===== src/rtl/pwm_pkg.sv =====
// -----------------------------------------------------------------------------
// pwm_pkg
//   Shared types, constants and helpers for the multi-channel PWM block.
//   Contents:
//     CW          counter/duty width (2**CW must exceed the PWM period)
//     duty_t      one duty or counter value
//     MODE_EDGE   counter runs 0..PERIOD-1 and wraps
//     MODE_CENTER counter runs up to PERIOD and back down to 1
//     sat_step()  adds a button step, wrapping back to a minimum duty
// -----------------------------------------------------------------------------
package pwm_pkg;

   localparam int CW = 8;

   typedef logic [CW-1:0] duty_t;
   typedef logic [CW:0]   duty_ext_t;

   localparam bit MODE_EDGE   = 1'b0;
   localparam bit MODE_CENTER = 1'b1;

   // The sum is formed one bit wider than a duty so it can never overflow;
   // anything beyond the limit falls back to dmin rather than saturating.
   function automatic duty_t sat_step(input duty_t cur, input duty_t step,
                                      input duty_t limit, input duty_t dmin);
      duty_ext_t sum;
      sum = duty_ext_t'(cur) + duty_ext_t'(step);
      if (sum > duty_ext_t'(limit)) begin
         return dmin;
      end
      return sum[CW-1:0];
   endfunction

endpackage


===== src/rtl/pwm_multi_ch_if.sv =====
// -----------------------------------------------------------------------------
// pwm_multi_ch_if
//   Duty-write bus of the multi-channel PWM block.
//   Signals:
//     wr_en    one-cycle write strobe
//     wr_ch    channel index; indices >= NCH are ignored by the PWM block
//     wr_duty  duty value, clamped to the period inside the PWM block
//   Modports: master drives the bus, slave (the PWM block) receives it.
// -----------------------------------------------------------------------------
interface pwm_multi_ch_if
   import pwm_pkg::*;
#(
   parameter int NCH = 4
);
   localparam int CHW = (NCH > 1) ? $clog2(NCH) : 1;

   logic           wr_en;
   logic [CHW-1:0] wr_ch;
   duty_t          wr_duty;

   modport master (output wr_en, output wr_ch, output wr_duty);
   modport slave  (input  wr_en, input  wr_ch, input  wr_duty);

endinterface


===== src/rtl/pwm_step_sync.sv =====
// -----------------------------------------------------------------------------
// pwm_step_sync
//   Per-bit two-flop synchronizer followed by a rising-edge detector for the
//   asynchronous push-button inputs.
//   Ports:
//     CLK      system clock
//     RST      synchronous, active-high reset
//     async_i  raw button levels, one per channel
//     rise_o   one-cycle pulse per synchronized rising edge; a held button
//              gives a single pulse
// -----------------------------------------------------------------------------
module pwm_step_sync #(
   parameter int NCH = 4
) (
   input  logic           CLK,
   input  logic           RST,
   input  logic [NCH-1:0] async_i,
   output logic [NCH-1:0] rise_o
);

   logic [NCH-1:0] sync1_q, sync1_d;
   logic [NCH-1:0] sync2_q, sync2_d;
   logic [NCH-1:0] prev_q,  prev_d;

   // NOTE: every variable assigned here gets a value on every pass, so no latch is inferred.
   always_comb begin
      sync1_d = async_i;
      sync2_d = sync1_q;
      prev_d  = sync2_q;
   end

   // NOTE: state flops use non-blocking assignments so all of them update together at the edge.
   always_ff @(posedge CLK) begin
      if (RST) begin
         sync1_q <= '0;
         sync2_q <= '0;
         prev_q  <= '0;
      end else begin
         sync1_q <= sync1_d;
         sync2_q <= sync2_d;
         prev_q  <= prev_d;
      end
   end

   // Combinational from flops, so a press reaches the duty shadow on the
   // third clock edge after the button rises.
   assign rise_o = sync2_q & ~prev_q;

endmodule


===== src/rtl/pwm_multi_ch.sv =====
// -----------------------------------------------------------------------------
// pwm_multi_ch
//   NCH-channel PWM generator sharing one period counter. Each channel keeps a
//   shadow duty (written over the bus or stepped by a button) and an active
//   duty that is reloaded from the shadow only on the last cycle of a period,
//   so width changes never glitch a running pulse.
//   Ports:
//     CLK         16 MHz system clock
//     RST         synchronous, active-high reset
//     step_i      asynchronous push buttons, one per channel
//     wr          duty-write bus (pwm_multi_ch_if.slave)
//     pwm_o       registered PWM outputs, one cycle behind the counter
//     period_end  registered one-cycle pulse following the last period cycle
//   Configuration:
//     PWM_CENTER_ALIGN_EN  defined: center-aligned counting, period 2*PERIOD
//                          undefined: edge-aligned counting, period PERIOD
// -----------------------------------------------------------------------------
module pwm_multi_ch
   import pwm_pkg::*;
#(
   parameter int NCH       = 4,
   parameter int PERIOD    = 100,
   parameter int DUTY_INIT = 20,
   parameter int DUTY_MIN  = 20,
   parameter int STEP      = 10
) (
   input  logic              CLK,
   input  logic              RST,
   input  logic [NCH-1:0]    step_i,
   pwm_multi_ch_if.slave     wr,
   output logic [NCH-1:0]    pwm_o,
   output logic              period_end
);

   localparam int CHW = (NCH > 1) ? $clog2(NCH) : 1;

`ifdef PWM_CENTER_ALIGN_EN
   localparam bit MODE = MODE_CENTER;
`else
   localparam bit MODE = MODE_EDGE;
`endif

   // Counter value on the last cycle of a period (down-count 1 when centered).
   localparam duty_t LAST_CNT = (MODE == MODE_CENTER) ? duty_t'(1) : duty_t'(PERIOD - 1);

   duty_t          cnt_q, cnt_d;
   logic           last_cyc;
   logic           period_end_q, period_end_d;
   logic [NCH-1:0] step_rise;

   pwm_step_sync #(.NCH(NCH)) u_step_sync (
      .CLK     (CLK),
      .RST     (RST),
      .async_i (step_i),
      .rise_o  (step_rise)
   );

   // ---------------------------------------------------------------- counter
`ifdef PWM_CENTER_ALIGN_EN
   logic up_q, up_d;

   always_comb begin
      up_d  = up_q;
      cnt_d = cnt_q;
      if (up_q) begin
         if (cnt_q == duty_t'(PERIOD)) begin
            up_d  = 1'b0;
            cnt_d = cnt_q - duty_t'(1);
         end else begin
            cnt_d = cnt_q + duty_t'(1);
         end
      end else begin
         if (cnt_q == LAST_CNT) begin
            up_d  = 1'b1;
            cnt_d = '0;
         end else begin
            cnt_d = cnt_q - duty_t'(1);
         end
      end
   end

   assign last_cyc = !up_q && (cnt_q == LAST_CNT);

   always_ff @(posedge CLK) begin
      if (RST) begin
         up_q <= 1'b1;
      end else begin
         up_q <= up_d;
      end
   end
`else
   always_comb begin
      cnt_d = (cnt_q == LAST_CNT) ? '0 : cnt_q + duty_t'(1);
   end

   assign last_cyc = (cnt_q == LAST_CNT);
`endif

   always_comb begin
      period_end_d = last_cyc;
   end

   always_ff @(posedge CLK) begin
      if (RST) begin
         cnt_q        <= '0;
         period_end_q <= 1'b0;
      end else begin
         cnt_q        <= cnt_d;
         period_end_q <= period_end_d;
      end
   end

   assign period_end = period_end_q;

   // ---------------------------------------------------------- per channel
   for (genvar ch = 0; ch < NCH; ch++) begin : g_ch
      duty_t shadow_q, shadow_d;
      duty_t active_q, active_d;
      logic  pwm_q, pwm_d;
      logic  wr_hit;

      // An out-of-range index matches no channel, so such writes vanish.
      assign wr_hit = wr.wr_en && (wr.wr_ch == CHW'(ch));

      always_comb begin
         shadow_d = shadow_q;
         // A write on this channel takes priority and swallows a same-cycle step.
         if (wr_hit) begin
            shadow_d = (wr.wr_duty > duty_t'(PERIOD)) ? duty_t'(PERIOD) : wr.wr_duty;
         end else if (step_rise[ch]) begin
            shadow_d = sat_step(shadow_q, duty_t'(STEP), duty_t'(PERIOD), duty_t'(DUTY_MIN));
         end
         // Reload reads the pre-write shadow, so a write on the last cycle
         // lands one period later.
         active_d = last_cyc ? shadow_q : active_q;
         pwm_d    = (cnt_q < active_q);
      end

      always_ff @(posedge CLK) begin
         if (RST) begin
            shadow_q <= duty_t'(DUTY_INIT);
            active_q <= duty_t'(DUTY_INIT);
            pwm_q    <= 1'b0;
         end else begin
            shadow_q <= shadow_d;
            active_q <= active_d;
            pwm_q    <= pwm_d;
         end
      end

      assign pwm_o[ch] = pwm_q;
   end

endmodule


===== src/flat_wrapper.sv =====
// flat-port wrapper written by rule: the top's interface ports become plain ports
module pwm_multi_ch_flat import pwm_pkg::*;
#(
   parameter int NCH       = 4,
   parameter int PERIOD    = 100,
   parameter int DUTY_INIT = 20,
   parameter int DUTY_MIN  = 20,
   parameter int STEP      = 10
)
  (CLK, RST, step_i, pwm_o, period_end, wr_wr_en, wr_wr_ch, wr_wr_duty);
  pwm_multi_ch_if #(.NCH(NCH)) wr_i ();
  input  logic CLK;
  input  logic RST;
  input  logic [NCH-1:0] step_i;
  output logic [NCH-1:0] pwm_o;
  output logic period_end;
  input wire logic [$bits(wr_i.wr_en)-1:0] wr_wr_en;
  input wire logic [$bits(wr_i.wr_ch)-1:0] wr_wr_ch;
  input wire logic [$bits(wr_i.wr_duty)-1:0] wr_wr_duty;
  assign wr_i.wr_en = wr_wr_en;
  assign wr_i.wr_ch = wr_wr_ch;
  assign wr_i.wr_duty = wr_wr_duty;
  pwm_multi_ch #(.NCH(NCH), .PERIOD(PERIOD), .DUTY_INIT(DUTY_INIT), .DUTY_MIN(DUTY_MIN), .STEP(STEP)) u_core (.CLK(CLK), .RST(RST), .step_i(step_i), .wr(wr_i), .pwm_o(pwm_o), .period_end(period_end));
endmodule

===== config.mk =====
export PLATFORM = sky130hd
export DESIGN_NAME = pwm_multi_ch_flat
export DESIGN_NICKNAME = d
export VERILOG_FILES = /design/src/rtl/pwm_pkg.sv /design/src/rtl/pwm_multi_ch_if.sv /design/src/rtl/pwm_step_sync.sv /design/src/rtl/pwm_multi_ch.sv /design/src/flat_wrapper.sv
export SDC_FILE = /design/constraint.sdc
export NUM_CORES = 1
export LEC_CHECK = 0
export ABC_AREA = 1
export CORE_ASPECT_RATIO = 0.6
export CORE_MARGIN = 2
export CORE_UTILIZATION = 61
export DETAILED_ROUTE_END_ITERATION = 10
export GPL_TIMING_DRIVEN = 0
export MAX_ROUTING_LAYER = met4
export PLACE_DENSITY_LB_ADDON = 0.2
export SKIP_CTS_REPAIR_TIMING = 1
export SLEW_MARGIN = 0
export SYNTH_ARGS = -nofsm -noshare
export SYNTH_HDL_FRONTEND = slang
export SYNTH_SLANG_ARGS = --single-unit

===== constraint.sdc =====
create_clock -name CLK -period 1.83 [get_ports CLK]
set_input_delay 0.4575 -clock CLK [delete_from_list [all_inputs] [get_ports CLK]]
set_output_delay 0.4575 -clock CLK [all_outputs]
set_load 0.01 [all_outputs]

==> results.json, run 1 <==
{
  "fp-row-count": 25,
  "netlist_instances": 650,
  "dpl.hpwl_um": 9150,
  "gp_congestion": 0.9362,
  "r2r_cells": 7,
  "pwr-share-comb_pct": 13.4,
  "worst-setup-path-type": "in -> reg",
  "initial_core_util_pct": 62.00,
  "worst_slack_ps": 72.27,
  "p_leak_nw": 2.438,
  "ir_worst_vdd_mv": 0.6401,
  "grt_pass1_wl_um": 20000,
  "antenna_left": 0,
  "grt_max_degree": 15,
  "io_buffer_count": 20,
  "synth_area_mm2": 0.004810,
  "endpoint": "u_core.g_ch[0].shadow_q[5]",
  "reg2reg_slack_ps": 100,
  "synth_area_per_cell_um2": 7.399,
  "design.die.area_mm2": 0.008634,
  "swShare_pct": 26.57,
  "antenna_found_initial": 0,
  "ios": 22,
  "cellPowerDensity_mw_per_mm2": 851.3,
  "wl_per_cell_um": 15.86,
  "nNetsFinal": 734,
  "cap_violations": 0,
  "drt-initial-drc-count": 337,
  "intPower_mw": 3.463,
  "viasPerCell": 5.672,
  "drcViolationCount": 0,
  "synthDistinctLibCells": 37,
  "clkLatencyLatePin_ps": 350,
  "finalSetupViolCount": 0,
  "die_w_um": 118.6,
  "endpoint_kind": "flop",
  "drive_above_1_share_pct": 12.35,
  "die_h_um": 72.78,
  "overflow": 0,
  "worst_pin_slew_ps": 754.6,
  "reg2reg_from": "u_core.cnt_q[1]",
  "yosys_warnings": 0,
  "r2r-end": "u_core.g_ch[0].active_q[6]",
  "worstPathRequired_ps": 2030,
  "vias": 4515,
  "ys.flop_type": "dfxtp_1",
  "cp-start-kind": "primary input",
  "finalHoldViolCount": 0,
  "finClkSkew_ps": 6.216,
  "synth_edf_count": 0,
  "cts_buffers": 9,
  "min_path_type": "reg -> reg",
  "relSlewSlack_pct": 49.70,
  "fin_crit_ps": 1758,
  "postSynth.asyncResetShare_pct": 0,
  "outcome": "complete, no violations",
  "layout_common_cells": "nand2_1, inv_1, dfxtp_1, nor2_1, a21oi_1",
  "cp.arrival_ps": 1960,
  "fillers": 653,
  "fin_setup_tns_ps": 0,
  "power.total_mw": 4.717,
  "path_clk_slew_ps": 60,
  "firstDrtPassIters": 5,
  "startpoint": "wr_wr_duty[3]",
  "syn_nets": 700,
  "final_cells": 796,
  "power_frac_seq_pct": 43.9,
  "dp_cells": 778,
  "clock-sinks": 89,
  "max_freq_mhz": 568.9,
  "ys_seq_elements": 89,
  "wl_um": 12630,
  "cts_tree": "done",
  "cts_max_level": 3,
  "ys_seq_area_share_pct": 37.04,
  "root_buffer": "clkbuf_16",
  "area_delta_synth_final_pct": 15.19,
  "track_usage_pct": 30.89,
  "n_antenna_cell": 0,
  "coreArea_mm2": 0.007757,
  "cp_max_fo": 10,
  "slew_violations": 0,
  "power.share.clock_pct": 42.7,
  "p_switching_mw": 1.253,
  "finalCritPeriodShare_pct": 96.05,
  "whs_ps": 397.9,
  "cts_max_path_buffers": 2,
  "final_common_cell": "nand2_1",
  "dp_slack_ps": -325.5,
  "min_path_cells": 2,
  "grt_pass1_vias": 4184
}
[worst min-delay path by stage]
stage	start	endpoint
floorplan	u_core.u_step_sync.sync1_q[0]	u_core.u_step_sync.prev_d[0]
global placement	u_core.u_step_sync.sync1_q[3]	u_core.u_step_sync.prev_d[3]
detailed placement	u_core.u_step_sync.sync1_q[3]	u_core.u_step_sync.prev_d[3]
CTS	u_core.u_step_sync.sync1_q[3]	u_core.u_step_sync.prev_d[3]
global route	u_core.u_step_sync.sync1_q[3]	u_core.u_step_sync.prev_d[3]
finish	u_core.u_step_sync.sync1_q[3]	u_core.u_step_sync.prev_d[3]
[sequential cells by signal (all words and copies together) (netlist names)]
register,flops
u_core.u_step_sync.prev_q,4
u_core.g_ch.active_q,32
u_core.period_end,1
u_core.u_step_sync.prev_d,4
u_core.cnt_q,8
u_core.g_ch.pwm_q,4
u_core.g_ch.shadow_q,32
u_core.u_step_sync.sync1_q,4
[Yosys cell counts, drive strengths merged (7+ instances only)]
| library cell | n | share of area, % |
|---|---|---|
| nor2 | 59 | 5.6 |
| o22ai | 24 | 5.7 |
| a21oi | 46 | 4.9 |
| dfxtp | 89 | 37 |
| o21ai | 17 | 1.8 |
| nand2 | 130 | 10 |
| inv | 123 | 9.7 |
| clkbuf | 7 | 0.55 |
| nand4 | 31 | 4.2 |
| buf | 13 | 2.0 |
| nand3 | 39 | 4.1 |
| a22oi | 8 | 1.2 |
| ha | 33 | 8.6 |
[per-layer routing]
layer,routed length [um],up-vias,track usage (%)
met5,0,-,-
met4,270,0,9.921
met3,1065,30,8.359
met2,5520,189,46.17
met1,5770,2105,40.98
li1,-,2191,-
[per-stage QoR]
| step | area, um2 | util (%) |
|---|---|---|
| detailed placement | 5145 | 66.32 |
| floorplan | 4810 | - |
| finish | 5540 | 71.42 |
| global placement | 5145 | 66.32 |
| CTS | 5465 | 70.45 |
| global route | 5540 | 71.42 |
[cell families (layout without fill, tap and decap cells)]
kind of cell / after synthesis / count (layout) / share of synthesized area (%)
compound gates: 108 / 108 / 15.66
xor+xnor: 1 / 1 / 0.1821
fa+ha+maj: 33 / 33 / 8.585
buf+inv: 143 / 181 / 12.15
flops: 89 / 89 / 37.04
simple gates: 276 / 276 / 26.38
[final cells by class]
class | instances | area [um2] | area share, %
Multi-Input combinational cell | 418 | 2476 | 44.69
Sequential cell | 89 | 1784 | 32.20
Inverter | 123 | 464.2 | 8.379
Clock buffer | 11 | 242.7 | 4.381
Timing Repair Buffer | 23 | 237.7 | 4.291
Tap cell | 108 | 135.1 | 2.439
Buffer | 20 | 122.6 | 2.213
Clock inverter | 4 | 77.57 | 1.400
[critical path, stage by stage]
cell	delay, ps
clkdlybuf4s50_1	530
nor2_1	140
nand2_1	60
nand3_1	80
buf_4	190
nand3b_1	120
buf_4	180
a21oi_1	120
a21oi_1	80
[power groups by stage]
stage / Combinational, mW / Clock (mW) / Sequential [mW]
2_1_floorplan: 0.428 / 0 / 2.09
3_3_place_gp: 0.578 / 0 / 2.10
3_5_place_dp: 0.600 / 0 / 2.11
5_1_grt: 0.715 / 2.09 / 2.08
4_1_cts: 0.606 / 2.02 / 2.07
6_report: 0.633 / 2.01 / 2.07
(Power assumes the default switching activity.)
==> run 2: changes to the inputs <==
--- a/config.mk
+++ b/config.mk
@@ -8,7 +8,7 @@
 export ABC_AREA = 1
 export CORE_ASPECT_RATIO = 0.6
 export CORE_MARGIN = 2
-export CORE_UTILIZATION = 61
+export CORE_UTILIZATION = 30
 export DETAILED_ROUTE_END_ITERATION = 10
 export GPL_TIMING_DRIVEN = 0
 export MAX_ROUTING_LAYER = met4
==> run 2 against run 1 <==
  * Combinational power shrank 2%
  * Global-route usage shrank 14 points
  * Critical path depth shrank 2
  * Sequential cell count is the same
  * Final cell count grew 12%
  * Worst setup slack gained 29 ps
  * Via count shrank 5.4%
  * Clock skew grew 2.6 ps
  * Utilization shrank 35 points
  * Critical path type unchanged
  * Largest cell class unchanged
==> results.json, run 2 (same netlist as run 1, synthesis figures left out) <==
{
  "rsz0062_at_grt": "false",
  "endpoint_kind": "flop",
  "cp.arrival_ps": 1920,
  "finalCritPeriodShare_pct": 94.46,
  "coreArea_mm2": 0.01550,
  "finClkSkew_ps": 8.770,
  "final_util_pct": 36.37,
  "slowest_stage": "clkdlybuf4s50_1",
  "max_freq_mhz": 578.5,
  "cellPowerDensity_mw_per_mm2": 837.8,
  "outcome": "complete, no violations",
  "min_path_type": "reg -> reg",
  "fp-row-count": 35,
  "final_cells": 892,
  "p_leak_nw": 2.443,
  "die_w_um": 167.5,
  "ir_worst_vdd_mv": 0.4006,
  "io_buffer_count": 20,
  "cts_max_level": 3,
  "cp-start-kind": "primary input",
  "wl_um": 13030,
  "whs_ps": 402.3,
  "design.die.area_mm2": 0.01709,
  "track_usage_pct": 16.59,
  "max_stage_delay_ps": 520,
  "gp_congestion": 0.8557,
  "antenna_found_initial": 0,
  "ios": 22,
  "worst-setup-path-type": "in -> reg",
  "drive_above_1_share_pct": 11.61,
  "cap_violations": 0,
  "worst_pin_slew_ps": 743.7,
  "relSlewSlack_pct": 50.42,
  "wl_per_cell_um": 14.60,
  "final_common_cell": "nand2_1",
  "fin_crit_ps": 1729,
  "cts_max_path_buffers": 2,
  "power.total_mw": 4.723,
  "slew_violations": 0,
  "firstDrtPassIters": 5,
  "vias": 4270,
  "n_antenna_cell": 0,
  "layout_common_cells": "nand2_1, inv_1, dfxtp_1, nor2_1, a21oi_1",
  "cts_buffers": 9,
  "clkLatencyLatePin_ps": 340,
  "critPathBufInv": 2,
  "finalSetupViolCount": 0,
  "initial_core_util_pct": 31.03,
  "cts_tree": "done",
  "overflow": 0,
  "fillers": 1642,
  "worst_slack_ps": 101.3,
  "viasPerCell": 4.787,
  "antenna_left": 0,
  "dp_cells": 873,
  "grt_pass1_vias": 3926,
  "nNetsFinal": 734,
  "clock-sinks": 89,
  "drt-initial-drc-count": 223,
  "worstPathRequired_ps": 2020,
  "finalHoldViolCount": 0,
  "cp_max_fo": 10,
  "grt_max_degree": 15,
  "grt_pass1_wl_um": 21060,
  "cp_top_family": "buffers and inverters",
  "die_h_um": 102.1,
  "root_buffer": "clkbuf_16",
  "timing.critical_path.cells": "clkdlybuf4s50_1 > nand3_1 > o21ai_0 > clkbuf_4 > nor2_1 > a21oi_2 > a21oi_1",
  "path_clk_slew_ps": 60,
  "drcViolationCount": 0,
  "dp_slack_ps": -404.6,
  "dpl.hpwl_um": 10140,
  "reg_top3": "u_core.g_ch.active_q (32), u_core.g_ch.shadow_q (32), u_core.cnt_q (8)",
  "area_delta_synth_final_pct": 17.22
}
==> run 2: cell types whose count changed in the layout (fill, tap and decap cells not counted), moves of 2 or more <==
cell	previous run	this run
buf_2	3	1
buf_4	9	11
clkbuf_4	0	2
nand3_1	35	38
nand3_2	4	1
==> run 2: worst min-delay path: cells and delay by family, from the launching register on <==
| family | cells | cell delay [ps] |
|---|---|---|
| flops | 1 | 300 |
| buf+inv | 1 | 40 |
| simple gates | 1 | 30 |
==> run 2: path summary, 6_finish.rpt <==
| path | slack, ps | endpoint | cells past startpoint | from |
|---|---|---|---|---|
| worst max-delay path | 100 | u_core.g_ch[1].shadow_q[5] | 7 | wr_wr_en |
| worst min-delay path | 400 | u_core.u_step_sync.prev_d[2] | 2 | u_core.u_step_sync.sync1_q[2] |
| worst max register to register | 140 | u_core.g_ch[2].shadow_q[0] | 9 | u_core.g_ch[2].shadow_q[1] |
| worst min register to register | 400 | u_core.u_step_sync.prev_d[2] | 2 | u_core.u_step_sync.sync1_q[2] |
==> run 2: metal layers <==
layer	GRT usage, %	vias to the layer above	part of all wire [%]
met1	25.02	1984	57
met2	22.63	93	38
met5	-	-	0
li1	-	2185	-
met3	3.408	8	5.2
met4	2.809	0	0.61
==> run 2: where the power goes <==
group / leakage, nW / internal, mW / switching [mW] / total (mW)
registers: 0.726 / 2.00 / 0.0674 / 2.07
logic: 1.56 / 0.225 / 0.396 / 0.622
clock network: 0.153 / 1.24 / 0.792 / 2.03
==> run 2: metrics by stage <==
step / instance area (um2) / TNS, ps
final: 5638 / 0
after global routing: 5638 / 0
after CTS: 5587 / -1725
after detailed placement: 5264 / -9141
after global placement: 5264 / -8986
after floorplan: 4810 / 0
==> run 2: cell type report <==
cell class	count	area, um2	share of cell area, %
Clock buffer	12	246.5	4.372
Inverter	123	464.2	8.233
Multi-Input combinational cell	418	2455	43.54
Timing Repair Buffer	23	227.7	4.039
Tap cell	203	254.0	4.505
Buffer	20	130.1	2.308
Sequential cell	89	1784	31.65
Clock inverter	4	76.32	1.354
==> run 3: changes to the inputs <==
--- a/config.mk
+++ b/config.mk
@@ -9,6 +9,7 @@
 export CORE_ASPECT_RATIO = 0.6
 export CORE_MARGIN = 2
 export CORE_UTILIZATION = 30
+export CTS_CLUSTER_DIAMETER = 30
 export DETAILED_ROUTE_END_ITERATION = 10
 export GPL_TIMING_DRIVEN = 0
 export MAX_ROUTING_LAYER = met4
==> results of run 3 <==
No change in the layout: final DEF, timing and power equal those of run 2.
